`src/rtl/fetch_unit.sv`:
```
// Instruction fetch unit: sequential PC generation, redirect handling and a
// small prefetch FIFO presenting one instruction per cycle to the consumer.
package fetch_unit_pkg;
  localparam int unsigned XLEN = 32;

  typedef logic [XLEN-1:0] address_t;
  typedef logic [XLEN-1:0] word_t;

  typedef struct packed {
    address_t pc;
    word_t    word;
  } fetch_entry_t;
endpackage

module fetch_unit
  import fetch_unit_pkg::*;
#(
  parameter address_t    RESET_PC = 32'h0000_0000,
  parameter int unsigned DEPTH    = 2
) (
  input  logic     clk,
  input  logic     rst_n,
  input  logic     fetch_en,
  output address_t mem_addr,
  input  word_t    mem_data,
  input  logic     redirect_valid,
  input  address_t redirect_pc,
  output logic     instr_valid,
  input  logic     instr_ready,
  output word_t    instr,
  output address_t instr_pc
);

  localparam int unsigned PTR_W = (DEPTH > 1) ? $clog2(DEPTH) : 1;
  localparam int unsigned CNT_W = $clog2(DEPTH + 1);
  localparam address_t    PC_MASK = 32'hFFFF_FFFC;

  typedef enum logic [1:0] {
    IDLE  = 2'd0,
    FETCH = 2'd1,
    STALL = 2'd2
  } state_e;

  state_e              state_q, state_d;
  address_t            fetch_pc_q, fetch_pc_d;
  logic [PTR_W-1:0]    rd_ptr_q, rd_ptr_d;
  logic [PTR_W-1:0]    wr_ptr_q, wr_ptr_d;
  logic [CNT_W-1:0]    cnt_q, cnt_d;
  fetch_entry_t        fifo_q [DEPTH];

  logic                full_c;
  logic                pop_c;
  logic                push_c;
  logic                stall_c;

  // Handshake and push qualification; a redirect always wins over a push.
  always_comb begin
    full_c  = (cnt_q == CNT_W'(DEPTH));
    pop_c   = (cnt_q != '0) && instr_ready;
    push_c  = fetch_en && !redirect_valid && (!full_c || pop_c);
    stall_c = fetch_en && full_c && !pop_c;
  end

  // Fetch mode FSM.
  always_comb begin
    state_d = state_q;
    case (state_q)
      IDLE: begin
        if (fetch_en) begin
          state_d = stall_c ? STALL : FETCH;
        end
      end
      FETCH: begin
        if (!fetch_en) begin
          state_d = IDLE;
        end else if (stall_c) begin
          state_d = STALL;
        end
      end
      STALL: begin
        if (!fetch_en) begin
          state_d = IDLE;
        end else if (!stall_c) begin
          state_d = FETCH;
        end
      end
      default: state_d = IDLE;
    endcase
  end

  // PC, pointer and occupancy next-state; a flush resets the pointers too.
  always_comb begin
    fetch_pc_d = fetch_pc_q;
    rd_ptr_d   = rd_ptr_q;
    wr_ptr_d   = wr_ptr_q;
    cnt_d      = cnt_q;
    if (redirect_valid) begin
      fetch_pc_d = redirect_pc & PC_MASK;
      rd_ptr_d   = '0;
      wr_ptr_d   = '0;
      cnt_d      = '0;
    end else begin
      if (push_c) begin
        fetch_pc_d = fetch_pc_q + 32'd4;
        wr_ptr_d   = wr_ptr_q + PTR_W'(1);
      end
      if (pop_c) begin
        rd_ptr_d = rd_ptr_q + PTR_W'(1);
      end
      cnt_d = cnt_q + CNT_W'(push_c) - CNT_W'(pop_c);
    end
  end

  always_ff @(posedge clk or negedge rst_n) begin
    if (!rst_n) begin
      state_q    <= IDLE;
      fetch_pc_q <= RESET_PC & PC_MASK;
      rd_ptr_q   <= '0;
      wr_ptr_q   <= '0;
      cnt_q      <= '0;
    end else begin
      state_q    <= state_d;
      fetch_pc_q <= fetch_pc_d;
      rd_ptr_q   <= rd_ptr_d;
      wr_ptr_q   <= wr_ptr_d;
      cnt_q      <= cnt_d;
    end
  end

  // Entry storage needs no reset: the head is only exposed while count is non-zero.
  always_ff @(posedge clk) begin
    if (push_c) begin
      fifo_q[wr_ptr_q] <= '{pc: fetch_pc_q, word: mem_data};
    end
  end

  assign mem_addr    = fetch_pc_q;
  assign instr_valid = (cnt_q != '0);
  assign instr       = instr_valid ? fifo_q[rd_ptr_q].word : '0;
  assign instr_pc    = instr_valid ? fifo_q[rd_ptr_q].pc   : '0;

endmodule

```
`config.mk`:
```
export PLATFORM = sky130hd
export DESIGN_NAME = fetch_unit
export DESIGN_NICKNAME = d
export VERILOG_FILES = /design/src/rtl/fetch_unit.sv
export SDC_FILE = /design/constraint.sdc
export NUM_CORES = 1
export LEC_CHECK = 0
export CORE_MARGIN = 5
export CORE_UTILIZATION = 45
export DETAILED_ROUTE_END_ITERATION = 8
export GPL_ROUTABILITY_DRIVEN = 0
export PLACE_DENSITY_LB_ADDON = 0.15
export SYNTH_ARGS = -nofsm -noshare
export SYNTH_HDL_FRONTEND = slang
export SYNTH_SLANG_ARGS = --single-unit
```
`constraint.sdc`:
```
create_clock -name clk -period 8.35 [get_ports clk]
set_clock_uncertainty 0.2 [all_clocks]
set_input_delay 2.505 -clock clk [delete_from_list [all_inputs] [get_ports clk]]
set_output_delay 2.505 -clock clk [all_outputs]
set_load 0.02 [all_outputs]
```
; ---- Word-level counts from Yosys, hierarchy flattened
; Memory sizes are Yosys's and may differ from the RTL's.
; Index checks and enable logic that the tools add are counted.
[op_classes]
eq_ne = 1
add_sub_neg = 5
mux = 11
reduce_logical = 9
[op_table]
columns = cell, count
row1 = $mux 32, 4
row2 = $add 32x3->32 const B, 1
row3 = $mux 1, 6
row4 = $reduce_bool 2->1, 3
row5 = $logic_and 1x1->1, 3
row6 = $add 1x1->1 const B, 2
row7 = $add 2x1->2, 1
row8 = $eq 2x2->1 const B, 1
row9 = $logic_not 1->1, 2
row10 = $mux 2, 1
row11 = $sub 2x1->2, 1
row12 = $logic_or 1x1->1, 1
[word_totals]
ram_bits = 128
register_bits = 36
mem_count = 1
out_inout_bits = 97
[memory_table]
columns = memory, words, word_bits, rd, rd_ports_with_merged_regs, write_ports, line_no
row1 = fifo_q, 2, 64, 1, 0, 1, 49  ; fetch_entry_t fifo_q [DEPTH];

; ---- Longest topological paths before layout
; Gate-level depths: netlist of the first run.
[logic_depth]
depth_word = 7
depth_mapped = 9
mapped_depth_nobuf = 8

; ---- Least setup slack after synthesis of the first run
; OpenSTA, ideal clock, no wires.
[synth_path]
path_type = in2reg
startpoint = in instr_ready
endpoint = mem fifo_q[0][0] (netlist bit) (enable)
setup_time_ps = 482
stages = 5
n_path_buf = 1
slack_ps = 1834
arrival_ps = 5833
path_cell_list = or3b_1 > and2_1 > clkbuf_1 > nand2b_1 > nor2_1
[synth_via]
elab_chain_len = 5
[synth_lines]
columns = element, line_no
row1 = start: declaration, 29  ; input logic instr_ready,
row2 = $logic_and 1x1->1, 59  ; pop_c = (cnt_q != '0) && instr_ready;
row3 = $logic_or 1x1->1, 60  ; push_c = fetch_en && !redirect_valid && (!full_c || pop_c);
row4 = $logic_and 1x1->1, 60
row5 = $mux 1, 132  ; if (push_c) begin
row6 = $mux 1 (not written as such), 133  ; fifo_q[wr_ptr_q] <= '{pc: fetch_pc_q, word: mem_data};
row7 = end: declaration, 49
; No other way between the ends.

; ---- Worst setup path after layout of the first run
[layout_path]
startpoint = reg rd_ptr_q
endpoint = out instr[4]
[layout_via]
elab_chain_len = 2
[layout_lines]
columns = element, line_no
row1 = start: declaration, 46  ; logic [PTR_W-1:0] rd_ptr_q, rd_ptr_d;
row2 = start signal: assignment, 124  ; rd_ptr_q <= rd_ptr_d;
row3 = $mem_v2 2x64, -
row4 = $mux 32, 139  ; assign instr = instr_valid ? fifo_q[rd_ptr_q].word : '0;
row5 = end: declaration, 30  ; output word_t instr,
; No other way between the ends.

==> impl_metrics.tcl, run 1 <==
set metrics [dict create \
    grt_max_degree 66 \
    postCtsSetupBuffers 0 \
    final_hold_viol_count 0 \
    p_per_area_nw_per_um2 292 \
    ios 166 \
    synth-seq-cells 158 \
    yosys.area_share.adder 0.00563 \
    stdcell_area_um2 9030 \
    clock_path_buffers 2 \
    grt_setup_unrepaired "no" \
    dpl.hpwl_um 9780 \
    slew_headroom 0.224 \
    yosysWarnings 0 \
    drtAntennaViolNets 0 \
    dieHeight_um 132 \
    crit_path_end_kind "primary output" \
    yosysUniqueCellTypes 37 \
    setup_viol 0 \
    synth_xor_area_frac 0.0394 \
    mostFrequentLayoutCell "clkdlybuf4s50_1" \
    dp.cells 814 \
    hold_path_class "flop to flop" \
    die_area_um2 17400 \
    layout.cells.non_filler 846 \
    syn_avg_cell_area_um2 13.6 \
    status "completed" \
    period_minus_slack_ps 5370 \
    clk_pin_slew_ps 60 \
    synth_top_area_frac 0.558 \
    cap_violations 0 \
    coreArea_um2 14500 \
    worstPathMaxFanout 63 \
    vias 4302 \
    drt_iter0_drc 319 \
    syn_area_um2 6670 \
    crit_chain "mux2i_1 -> nor2_1 -> clkdlybuf4s50_1" \
    syn_inst 490 \
    critical-path-slowest-cell "dfrtp_4" \
    p_leak_nw 3.14 \
    synth_compound_area_frac 0.0221 \
    crit_required_ps 5640 \
    syn2layout_area_growth_pct 35.4 \
    ys_seq_area_frac 0.686 \
    grt_pass1_wl_um 23800 \
    worst-path-buf-inv 1 \
    synth_largest_area_cell "edfxtp_1" \
    final_cell_mix "clkdlybuf4s50_1 (157), edfxtp_1 (124), nor2_1 (69)" \
    max_freq_ghz 0.186 \
    arrival_ps 2670 \
    drcViolationCount 0 \
    start_util 0.459 \
    ctsHoldBuffers 0 \
    drive_gt1_frac 0.0695 \
    wl_per_cell_um 17.4 \
    crit_path_start_kind "flop" \
    first_pass_iters 4 \
    tightestPinTransition_ps 1160 \
    cts_root_buf "clkbuf_16" \
    yosys.area_share.simple 0.124 \
    fin_crit_sh 0.644 \
    crit_family "flip-flops" \
    routed_via_density 5.09 \
    cts_resized 0 \
    antenna_found_initial 0 \
    synth_top_family_by_area "simple AND/OR/NAND/NOR gates" \
    cts.sinks 158 \
    setup_tns_ps 0 \
    irDropWorstVdd_mv 0.154 \
    portBuffers 159 \
    h-tree-depth 4 \
    insertion_delay_ps 410 \
    yosys-top-cells-area "edfxtp_1 (56%), dfrtp_1 (13%), mux2i_1 (9.6%), nor2_1 (4.1%), nand2_1 (2.4%)" \
    crit_type "flop to primary output" \
    nets 721 \
    grt_usage 0.173 \
    slew_viol_final 0 \
    max_stage_delay_ps 1170 \
    num_rows 44 \
    power_mw 2.64 \
    wirelength_um 14700 \
    grt_pass1_vias 4487 \
    die_w_um 132 \
    cts_buffers 17 \
    place_area_um2 8420 \
    grt_overflow 0 \
    n_antenna_cell 0 \
    post_synth_mux_area_share 0.0995 \
    cts_tree "done" \
]
## where the power goes
part	internal (mW)	switching, mW
combinational	0.399	0.443
sequential	0.916	0.0963
clock	0.501	0.283
## cells in the mapped netlist
cell type / n
a21oi_1: 1
a22oi_1: 1
and2_1: 3
and3_1: 4
and4_1: 2
and4_2: 1
buf_1: 5
buf_12: 1
buf_2: 2
buf_4: 4
clkbuf_1: 14
conb_1: 1
dfrtp_1: 34
edfxtp_1: 124
ha_1: 3
inv_1: 5
mux2_2: 2
mux2i_1: 64
nand2_1: 43
nand2b_1: 1
nand3_1: 10
nand4_1: 11
nand4_2: 2
nor2_1: 72
nor2b_1: 3
nor3_1: 7
nor4_1: 6
nor4_2: 2
nor4_4: 1
nor4b_1: 1
o21ai_0: 20
o21ai_1: 7
or2_4: 1
or3b_1: 1
or4_4: 1
xnor2_1: 17
xor2_1: 13
## sequential cells by signal (all words and copies together), names as in the netlist
name and flops:
cnt_q 2, fifo_q 124, mem_addr 30, rd_ptr_q 1, wr_ptr_q 1
## layout make-up
cell class              count  area (um^2)
clock buffers              27          537
clock inverters             5         75.1
fillers                  1190         5510
inverters                   5         18.8
multi-input cells         304         1980
flip-flops and latches    158         4580
well taps                 184          230
repair buffers            163         1610
## final timing paths
check,end,depth (start not counted),slack (ps),start
min in group asynchronous,mem_addr[23]$_DFFE_PN0P_,1,1980,rst_n
max in group asynchronous,rd_ptr_q$_DFFE_PN0P_,1,5370,rst_n
setup / recovery,instr[4],3,2980,rd_ptr_q$_DFFE_PN0P_
hold / removal,fifo_q[1][58]$_DFFE_PP_,0,360,mem_addr[26]$_DFFE_PN0P_
hold reg to reg,fifo_q[1][58]$_DFFE_PP_,0,360,mem_addr[26]$_DFFE_PN0P_
setup reg to reg,fifo_q[1][7]$_DFFE_PP_,5,5370,cnt_q[1]$_DFF_PN0_
## through the flow
step,utilization,setup WS [ps],hold WS [ps]
finish,0.621,2980,359
CTS,0.621,2960,369
global route,0.621,2850,401
global placement,0.579,2860,346
floorplan,-,1830,314
detailed placement,0.579,2820,352
## cell families (layout without fill, tap and decap cells)
family | after synthesis | after routing
AOI/OAI and AO/OA | 29 | 29
and+or+nand+nor | 172 | 172
buffers and inverters | 31 | 200
DFF | 158 | 158
other | 1 | 4
adders and majority gates | 3 | 3
xor gates and xnor gates | 30 | 30
muxes | 66 | 66
## layer usage
metal	global-route usage	vias to the layer above	routed length, um	share of wire
li1	-	2085	-	-
met1	0.223	2078	6650	0.45
met2	0.286	124	7220	0.49
met3	0.0466	15	695	0.047
met4	0.0577	0	160	0.011
met5	0	-	0	0
Power figures use the tool's default switching activity.
==> inputs of run 2 (changes only) <==
==> constraint.sdc (replaced) <==
create_clock -name clk -period 5.49 [get_ports clk]
set_clock_uncertainty 0.2 [all_clocks]
set_input_delay 1.647 -clock clk [delete_from_list [all_inputs] [get_ports clk]]
set_output_delay 1.647 -clock clk [all_outputs]
set_load 0.02 [all_outputs]
==> impl_metrics.tcl, run 2 (synthesis results as in run 1) <==
set metrics [dict create \
    status "completed" \
    dpl.hpwl_um 10200 \
    p_per_area_nw_per_um2 449 \
    arrival_ps 2620 \
    grt_overflow 0 \
    wirelength_um 14900 \
    reg2reg_depth 5 \
    grt_pass1_vias 4430 \
    cts_tree "done" \
    grt_pass1_wl_um 23700 \
    n_antenna_cell 0 \
    coreArea_um2 14500 \
    tightestPinTransition_ps 783 \
    crit_path_start_kind "flop" \
    postCtsSetupBuffers 0 \
    top_register "fifo_q" \
    final_cell_mix "clkdlybuf4s50_1 (157), edfxtp_1 (124), nor2_1 (69)" \
    timing.rr.end "fifo_q[0][20]$_DFFE_PP_" \
    multi_input_area_um2 1980 \
    dp_slack_ps 1130 \
    clk_pin_slew_ps 60 \
    nets 724 \
    crit_required_ps 3640 \
    max_freq_ghz 0.224 \
    wl_per_cell_um 17.6 \
    slew_headroom 0.478 \
    vias 4335 \
    antenna_found_initial 0 \
    setup_viol 0 \
    portBuffers 159 \
    drt_iter0_drc 319 \
    h-tree-depth 4 \
    grt_usage 0.174 \
    hold_path_class "flop to flop" \
    period_minus_slack_ps 4460 \
    cap_violations 0 \
    place_area_um2 8460 \
    p_leak_nw 3.17 \
    drive_gt1_frac 0.0782 \
    num_rows 44 \
    ctsHoldBuffers 0 \
    r2r_slack_ps 2800 \
    drtAntennaViolNets 0 \
    cts_root_buf "clkbuf_16" \
    cts.sinks 158 \
    crit_start "rd_ptr_q$_DFFE_PN0P_" \
    slew_viol_final 0 \
    largest_reg_flops 124 \
    fin_crit_sh 0.813 \
    hold_start "mem_addr[28]$_DFFE_PN0P_" \
    grt_max_degree 65 \
    insertion_delay_ps 410 \
    ios 166 \
    irDropWorstVdd_mv 0.251 \
    die_w_um 132 \
    mostFrequentLayoutCell "clkdlybuf4s50_1" \
    num-fill-cells 1118 \
    crit_type "flop to primary output" \
    clock_path_buffers 2 \
    final_hold_viol_count 0 \
    syn2layout_area_growth_pct 36.6 \
    stdcell_area_um2 9110 \
    cts_resized 0 \
    rr_startpoint "cnt_q[1]$_DFF_PN0_" \
    cts_buffers 17 \
    grt_setup_unrepaired "no" \
    die_area_um2 17400 \
    dieHeight_um 132 \
    first_pass_iters 4 \
    worstPathMaxFanout 42 \
    crit_path_end_kind "primary output" \
    start_util 0.459 \
    crit_path_end "instr[19]" \
    drcViolationCount 0 \
    seqCellArea_um2 4580 \
    routed_via_density 5.11 \
    setup_ws_ps 1030 \
]
[run 2: cell count changes in the layout (fill, tap and decap cells not counted), sizes merged]
cell / delta
bufinv: +2
buf: +3
inv: +1
clkbuf: -4
clkinv: -1
clkinvlp: +2
[run 2: per-layer routing]
layer  wire [um]  share of wire  vias to the layer above  GRT usage
met5           0              0                        -          0
met4         283          0.019                        0     0.0634
met3        1050          0.070                       20     0.0550
met2        7300           0.49                      144      0.286
met1        6300           0.42                     2079      0.218
li1            -              -                     2092          -
[run 2: how the worst min path moves through the flow]
stage                               to  depth (start not counted)
4_1_cts        fifo_q[1][60]$_DFFE_PP_                          0
6_report       fifo_q[1][60]$_DFFE_PP_                          0
2_1_floorplan     wr_ptr_q$_DFFE_PN0P_                          2
3_5_place_dp   fifo_q[1][60]$_DFFE_PP_                          0
3_3_place_gp   fifo_q[1][51]$_DFFE_PP_                          0
5_1_grt        fifo_q[0][58]$_DFFE_PP_                          0
[run 2: through the flow]
step / hold WS (ps) / setup TNS [ps] / total power, mW / util / std cells
after global routing: 382 / 0 / 4.27 / 0.627 / 849
after floorplan: 314 / -20770 / 2.23 / - / 493
after detailed placement: 348 / 0 / 2.88 / 0.582 / 817
after CTS: 365 / 0 / 4.14 / 0.627 / 849
final: 354 / 0 / 4.09 / 0.627 / 849
after global placement: 346 / 0 / 2.87 / 0.582 / 817
[run 2: power by group]
part           switching [mW]  internal (mW)
registers               0.119           1.39
logic                   0.704          0.616
clock network           0.445          0.813
total                    1.27           2.82
[run 2: final cells by class]
type,count,share of cell area
inverter,5,0.00206
sequential,158,0.503
multi-input combinational,304,0.217
tap,184,0.0253
timing repair buffer,166,0.182
clock inverter,9,0.0169
clock buffer,23,0.0537
[run 2: critical path, cell delays in order, from the launching register on]
cell             delay [ps]
dfrtp_4                 930
buf_4                   370
mux2i_1                 270
nor2_1                   70
clkdlybuf4s50_1         540
